$ cat src/rtl/csa_sbox_capture_if.sv
// Round-level bus between the CSA sbox layer / controller and the capture stage.
// The master drives session control and sbox outputs; the slave returns registered state.
interface csa_sbox_capture_if;
    logic        start;
    logic        adv;
    logic [1:0]  s1;
    logic [1:0]  s2;
    logic [1:0]  s3;
    logic [1:0]  s4;
    logic [1:0]  s5;
    logic [1:0]  s6;
    logic [1:0]  s7;
    logic [3:0]  x;
    logic [3:0]  y;
    logic [3:0]  z;
    logic        p;
    logic        q;
    logic        gen_mode;
    logic        busy;
    logic [7:0]  round;
    logic [15:0] byte_cnt;
    logic        init_done;
    logic        byte_tick;

    modport master (
        output start, adv, s1, s2, s3, s4, s5, s6, s7,
        input  x, y, z, p, q, gen_mode, busy, round, byte_cnt, init_done, byte_tick
    );

    modport slave (
        input  start, adv, s1, s2, s3, s4, s5, s6, s7,
        output x, y, z, p, q, gen_mode, busy, round, byte_cnt, init_done, byte_tick
    );
endinterface

$ cat src/rtl/csa_sbox_capture.sv
// CSA round-state capture: registers sbox outputs into X/Y/Z/p/q and sequences
// the IDLE -> INIT -> GEN phases with per-byte round and byte counting.
module csa_sbox_capture #(
    parameter int INIT_ROUNDS     = 32,
    parameter int ROUNDS_PER_BYTE = 4
) (
    input  logic               clk,
    input  logic               rst,
    csa_sbox_capture_if.slave  bus
);
    typedef enum logic [1:0] {ST_IDLE, ST_INIT, ST_GEN} state_t;

    localparam logic [7:0] INIT_LAST = 8'(INIT_ROUNDS - 1);
    localparam logic [7:0] BYTE_LAST = 8'(ROUNDS_PER_BYTE - 1);

    state_t      state_reg, state_next;
    logic [3:0]  x_reg, x_next;
    logic [3:0]  y_reg, y_next;
    logic [3:0]  z_reg, z_next;
    logic        p_reg, p_next;
    logic        q_reg, q_next;
    logic [7:0]  round_reg, round_next;
    logic [15:0] byte_cnt_reg, byte_cnt_next;
    logic        init_done_reg, init_done_next;
    logic        byte_tick_reg, byte_tick_next;

    always_comb begin
        state_next     = state_reg;
        x_next         = x_reg;
        y_next         = y_reg;
        z_next         = z_reg;
        p_next         = p_reg;
        q_next         = q_reg;
        round_next     = round_reg;
        byte_cnt_next  = byte_cnt_reg;
        init_done_next = 1'b0;
        byte_tick_next = 1'b0;

        if (bus.start) begin
            // A new session always wins over a same-cycle adv.
            state_next    = ST_INIT;
            x_next        = 4'd0;
            y_next        = 4'd0;
            z_next        = 4'd0;
            p_next        = 1'b0;
            q_next        = 1'b0;
            round_next    = 8'd0;
            byte_cnt_next = 16'd0;
        end else if (bus.adv && state_reg != ST_IDLE) begin
            x_next = {bus.s4[0], bus.s3[0], bus.s2[1], bus.s1[1]};
            y_next = {bus.s6[0], bus.s5[0], bus.s4[1], bus.s3[1]};
            z_next = {bus.s2[0], bus.s1[0], bus.s6[1], bus.s5[1]};
            p_next = bus.s7[1];
            q_next = bus.s7[0];
            case (state_reg)
                ST_INIT: begin
                    if (round_reg == INIT_LAST) begin
                        state_next     = ST_GEN;
                        round_next     = 8'd0;
                        init_done_next = 1'b1;
                    end else begin
                        round_next = round_reg + 8'd1;
                    end
                end
                ST_GEN: begin
                    if (round_reg == BYTE_LAST) begin
                        round_next     = 8'd0;
                        byte_cnt_next  = byte_cnt_reg + 16'd1;
                        byte_tick_next = 1'b1;
                    end else begin
                        round_next = round_reg + 8'd1;
                    end
                end
                default: state_next = ST_IDLE;
            endcase
        end
    end

    always_ff @(posedge clk) begin
        if (rst) begin
            state_reg     <= ST_IDLE;
            x_reg         <= 4'd0;
            y_reg         <= 4'd0;
            z_reg         <= 4'd0;
            p_reg         <= 1'b0;
            q_reg         <= 1'b0;
            round_reg     <= 8'd0;
            byte_cnt_reg  <= 16'd0;
            init_done_reg <= 1'b0;
            byte_tick_reg <= 1'b0;
        end else begin
            state_reg     <= state_next;
            x_reg         <= x_next;
            y_reg         <= y_next;
            z_reg         <= z_next;
            p_reg         <= p_next;
            q_reg         <= q_next;
            round_reg     <= round_next;
            byte_cnt_reg  <= byte_cnt_next;
            init_done_reg <= init_done_next;
            byte_tick_reg <= byte_tick_next;
        end
    end

    assign bus.x         = x_reg;
    assign bus.y         = y_reg;
    assign bus.z         = z_reg;
    assign bus.p         = p_reg;
    assign bus.q         = q_reg;
    assign bus.gen_mode  = (state_reg == ST_GEN);
    assign bus.busy      = (state_reg != ST_IDLE);
    assign bus.round     = round_reg;
    assign bus.byte_cnt  = byte_cnt_reg;
    assign bus.init_done = init_done_reg;
    assign bus.byte_tick = byte_tick_reg;
endmodule

$ cat src/flat_wrapper.sv
// flat-port wrapper written by rule: the top's interface ports become plain ports
module csa_sbox_capture_flat 
#(
    parameter int INIT_ROUNDS     = 32,
    parameter int ROUNDS_PER_BYTE = 4
)
  (clk, rst, bus_start, bus_adv, bus_s1, bus_s2, bus_s3, bus_s4, bus_s5, bus_s6, bus_s7, bus_x, bus_y, bus_z, bus_p, bus_q, bus_gen_mode, bus_busy, bus_round, bus_byte_cnt, bus_init_done, bus_byte_tick);
  csa_sbox_capture_if bus_i ();
  input  logic clk;
  input  logic rst;
  input wire logic [$bits(bus_i.start)-1:0] bus_start;
  input wire logic [$bits(bus_i.adv)-1:0] bus_adv;
  input wire logic [$bits(bus_i.s1)-1:0] bus_s1;
  input wire logic [$bits(bus_i.s2)-1:0] bus_s2;
  input wire logic [$bits(bus_i.s3)-1:0] bus_s3;
  input wire logic [$bits(bus_i.s4)-1:0] bus_s4;
  input wire logic [$bits(bus_i.s5)-1:0] bus_s5;
  input wire logic [$bits(bus_i.s6)-1:0] bus_s6;
  input wire logic [$bits(bus_i.s7)-1:0] bus_s7;
  output wire logic [$bits(bus_i.x)-1:0] bus_x;
  output wire logic [$bits(bus_i.y)-1:0] bus_y;
  output wire logic [$bits(bus_i.z)-1:0] bus_z;
  output wire logic [$bits(bus_i.p)-1:0] bus_p;
  output wire logic [$bits(bus_i.q)-1:0] bus_q;
  output wire logic [$bits(bus_i.gen_mode)-1:0] bus_gen_mode;
  output wire logic [$bits(bus_i.busy)-1:0] bus_busy;
  output wire logic [$bits(bus_i.round)-1:0] bus_round;
  output wire logic [$bits(bus_i.byte_cnt)-1:0] bus_byte_cnt;
  output wire logic [$bits(bus_i.init_done)-1:0] bus_init_done;
  output wire logic [$bits(bus_i.byte_tick)-1:0] bus_byte_tick;
  assign bus_i.start = bus_start;
  assign bus_i.adv = bus_adv;
  assign bus_i.s1 = bus_s1;
  assign bus_i.s2 = bus_s2;
  assign bus_i.s3 = bus_s3;
  assign bus_i.s4 = bus_s4;
  assign bus_i.s5 = bus_s5;
  assign bus_i.s6 = bus_s6;
  assign bus_i.s7 = bus_s7;
  assign bus_x = bus_i.x;
  assign bus_y = bus_i.y;
  assign bus_z = bus_i.z;
  assign bus_p = bus_i.p;
  assign bus_q = bus_i.q;
  assign bus_gen_mode = bus_i.gen_mode;
  assign bus_busy = bus_i.busy;
  assign bus_round = bus_i.round;
  assign bus_byte_cnt = bus_i.byte_cnt;
  assign bus_init_done = bus_i.init_done;
  assign bus_byte_tick = bus_i.byte_tick;
  csa_sbox_capture #(.INIT_ROUNDS(INIT_ROUNDS), .ROUNDS_PER_BYTE(ROUNDS_PER_BYTE)) u_core (.clk(clk), .rst(rst), .bus(bus_i));
endmodule
$ cat config.mk
export PLATFORM = sky130hd
export DESIGN_NAME = csa_sbox_capture_flat
export DESIGN_NICKNAME = d
export VERILOG_FILES = /design/src/rtl/csa_sbox_capture_if.sv /design/src/rtl/csa_sbox_capture.sv /design/src/flat_wrapper.sv
export SDC_FILE = /design/constraint.sdc
export NUM_CORES = 1
export LEC_CHECK = 0
export CORE_ASPECT_RATIO = 0.6
export CORE_MARGIN = 4
export CORE_UTILIZATION = 41
export CTS_CLUSTER_DIAMETER = 30
export CTS_CLUSTER_SIZE = 14
export DETAILED_ROUTE_END_ITERATION = 7
export PLACE_DENSITY = 0.8
export SYNTH_ARGS = -nofsm -noshare
export SYNTH_HDL_FRONTEND = slang
export SYNTH_SLANG_ARGS = --single-unit
$ cat constraint.sdc
create_clock -name clk -period 1.7 [get_ports clk]
set_input_delay 0.34 -clock clk [delete_from_list [all_inputs] [get_ports clk]]
set_output_delay 0.34 -clock clk [all_outputs]
set_load 0.02 [all_outputs]
==> flow_summary.json <==
{
  "synth_cell_type_count": 31,
  "synth_commonest_cells": "dfxtp_1, nand2_1, a21oi_1",
  "finalCriticalPeriod_ns": 1.84,
  "ff_latch_area_um2": 853,
  "grt_max_degree": 23,
  "startpoint_type": "register",
  "place.gp.congestion": 0.844,
  "clkTransAtPathRegs_ns": 0.08,
  "synth-async-reset-ratio_pct": 0,
  "syn_inst": 217,
  "clk_latency_ns": 0.30,
  "cp_max_fo": 8,
  "slew_headroom_pct": 68.2,
  "grt_pass1_vias": 2000,
  "post-route-period-util_pct": 108,
  "wirelength_um": 6730,
  "synthToLayoutAreaGrowth_pct": 70.9,
  "numCtsBuffers": 5,
  "start_util_pct": 43.8,
  "p_leak_nw": 1.34,
  "synth_area_leaders": "dfxtp_1, nand2_1, a21oi_1, ha_1, o31ai_1",
  "syn-mean-instance-area_um2": 8.55,
  "cp.arrival_ns": 2.08,
  "syn_nets": 240,
  "synth_flop_cell": "dfxtp_1",
  "die_h_um": 60.1,
  "dp_hpwl_um": 4080,
  "portBuffers": 59,
  "fmax_mhz": 544,
  "synth_seq_cells": 42,
  "violations": "setup timing",
  "htree_levels": 2,
  "required_ns": 1.94,
  "synth.most_common_cell": "dfxtp_1",
  "place_area_um2": 2750,
  "drt.antenna.violating_nets": 0,
  "vias": 2146,
  "drive_gt1_share_pct": 30.8,
  "rows": 18,
  "pin_count": 60,
  "grt_use_total_pct": 22.5,
  "worst_pin_slew_ns": 0.476,
  "final-hold-violation-count": 0,
  "cts_tree": "yes",
  "postLayoutCellArea_um2": 3170,
  "fin_tns_setup_ns": -1.16,
  "outcome": "complete, but fails checks",
  "drtIter0Drc": 104,
  "fin_skew_ns": 0.00661,
  "yosysSeqAreaShare_pct": 45.3,
  "cap_violations": 0,
  "p_per_area_nw_per_um2": 569,
  "fp.coreArea_um2": 4230,
  "final_util_pct": 74.9,
  "cp-end-kind": "register",
  "yosysTopAreaCell": "dfxtp_1",
  "synth_warnings": 0,
  "avgRoutedWirePerCell_um": 17.7,
  "drc": 0,
  "p_total_mw": 1.80,
  "rsz0062_at_grt": "yes",
  "syn_area_um2": 1850,
  "synth_top_area_share_pct": 45.3,
  "grt_pass1_wl_um": 9640,
  "avgViaCountPerCell": 5.63,
  "synth_edf_count": 0,
  "drv_slew": 0,
  "setup_viol": 13,
  "largest_reg_flops": 16,
  "multi_input_area_um2": 1180,
  "fin_nets": 344,
  "grt.overflow.total": 0,
  "ir_drop_uv": 354,
  "fillers": 308,
  "clockBufferDepth": 2,
  "die-area_um2": 5700,
  "hold_class": "register to register",
  "setup_slack_ns": -0.138,
  "antenna_found_initial": 0,
  "critPathKind": "register to register",
  "first_pass_iters": 4,
  "die_w_um": 94.8,
  "insertedDiodeCount": 0,
  "cts_sinks": 42,
  "clock-root-buffer": "clkbuf_8"
}
[stage by stage]
stage | hold slack (ns) | setup WS, ns | cells
2_1_floorplan | 0.402 | -0.139 | 217
3_3_place_gp | 0.443 | -0.277 | 357
3_5_place_dp | 0.448 | -0.328 | 357
4_1_cts | 0.459 | -0.0681 | 377
5_1_grt | 0.477 | -0.241 | 381
6_report | 0.456 | -0.138 | 381
[final timing paths]
path                            end                start  cells past startpoint  slack [ns]
max reg2reg  u_core.bus.byte_cnt[8]  u_core.state_reg[0]                      7       -0.14
min                 u_core.bus.x[3]      u_core.bus.x[3]                      2        0.46
min reg2reg         u_core.bus.x[3]      u_core.bus.x[3]                      2        0.46
max          u_core.bus.byte_cnt[8]  u_core.state_reg[0]                      7       -0.14
[routing by layer]
| layer | vias to the layer above | share of wire [%] | track usage [%] | wire [µm] |
|---|---|---|---|---|
| li1 | 985 | - | - | - |
| met1 | 1008 | 44 | 28.9 | 2950 |
| met3 | 34 | 8.3 | 5.91 | 559 |
| met5 | - | 0 | 0 | 0 |
| met2 | 119 | 44 | 36.3 | 2930 |
| met4 | 0 | 4.2 | 9.03 | 282 |
[report_power, final]
part	leakage, nW	internal [mW]	switching [mW]
clock	0.0438	0.276	0.342
combinational	0.955	0.100	0.0916
sequential	0.342	0.987	0.00566
total	1.34	1.36	0.440
[kinds of logic after synthesis]
group	synth area share [%]
adder cells (fa/ha/maj)	3.37
buffers and inverters	3.04
XOR/XNOR	4.25
AND/OR/NAND/NOR	29.2
flip-flops	45.3
AO/OA/AOI/OAI	14.2
multiplexers	0.540
[worst max-delay path, cell delays in order, from the launching register on]
cell,delay (ns)
dfxtp_4,0.37
inv_4,0.05
buf_12,0.12
ha_4,0.17
nor2b_4,0.21
nand4_4,0.19
or4_4,0.53
a21oi_2,0.13
[layout by cell type (no fill, tap or decap), drive strengths merged]
master         instances
buf                   46
dfxtp                 42
nand2                 41
clkdlybuf4s50         34
a21oi                 30
dlygate4sd2           18
nor2                  15
nand3                 11
nand4                  8
or4                    8
o31ai                  8
o21ai                  7
dlymetal6s2s           6
xor2                   5
clkbuf                 5
inv                    5
or3                    5
ha                     5
xnor2                  4
and3                   2
nor4b                  2
and4                   2
clkinv                 2
nor3                   2
and4b                  1
nand3b                 1
nor2b                  1
or2                    1
a21boi                 1
o221a                  1
mux2i                  1
nor4                   1
[timing repair]
item                       4_1_cts  5_1_grt
cloned                           2        0
setup endpoints to repair       36       31
resized for setup               35       47
pin swaps                        9       15
hold buffers                     0        0
setup buffers                   12        6
[layout make-up]
type,instances,area share [%]
Clock inverter,2,0.316
Tap cell,60,2.37
Multi-Input combinational cell,163,37.1
Inverter,5,0.671
Timing Repair Buffer,104,30.4
Sequential cell,42,26.9
Clock buffer,5,2.17
Power figures use the tool's default switching activity.
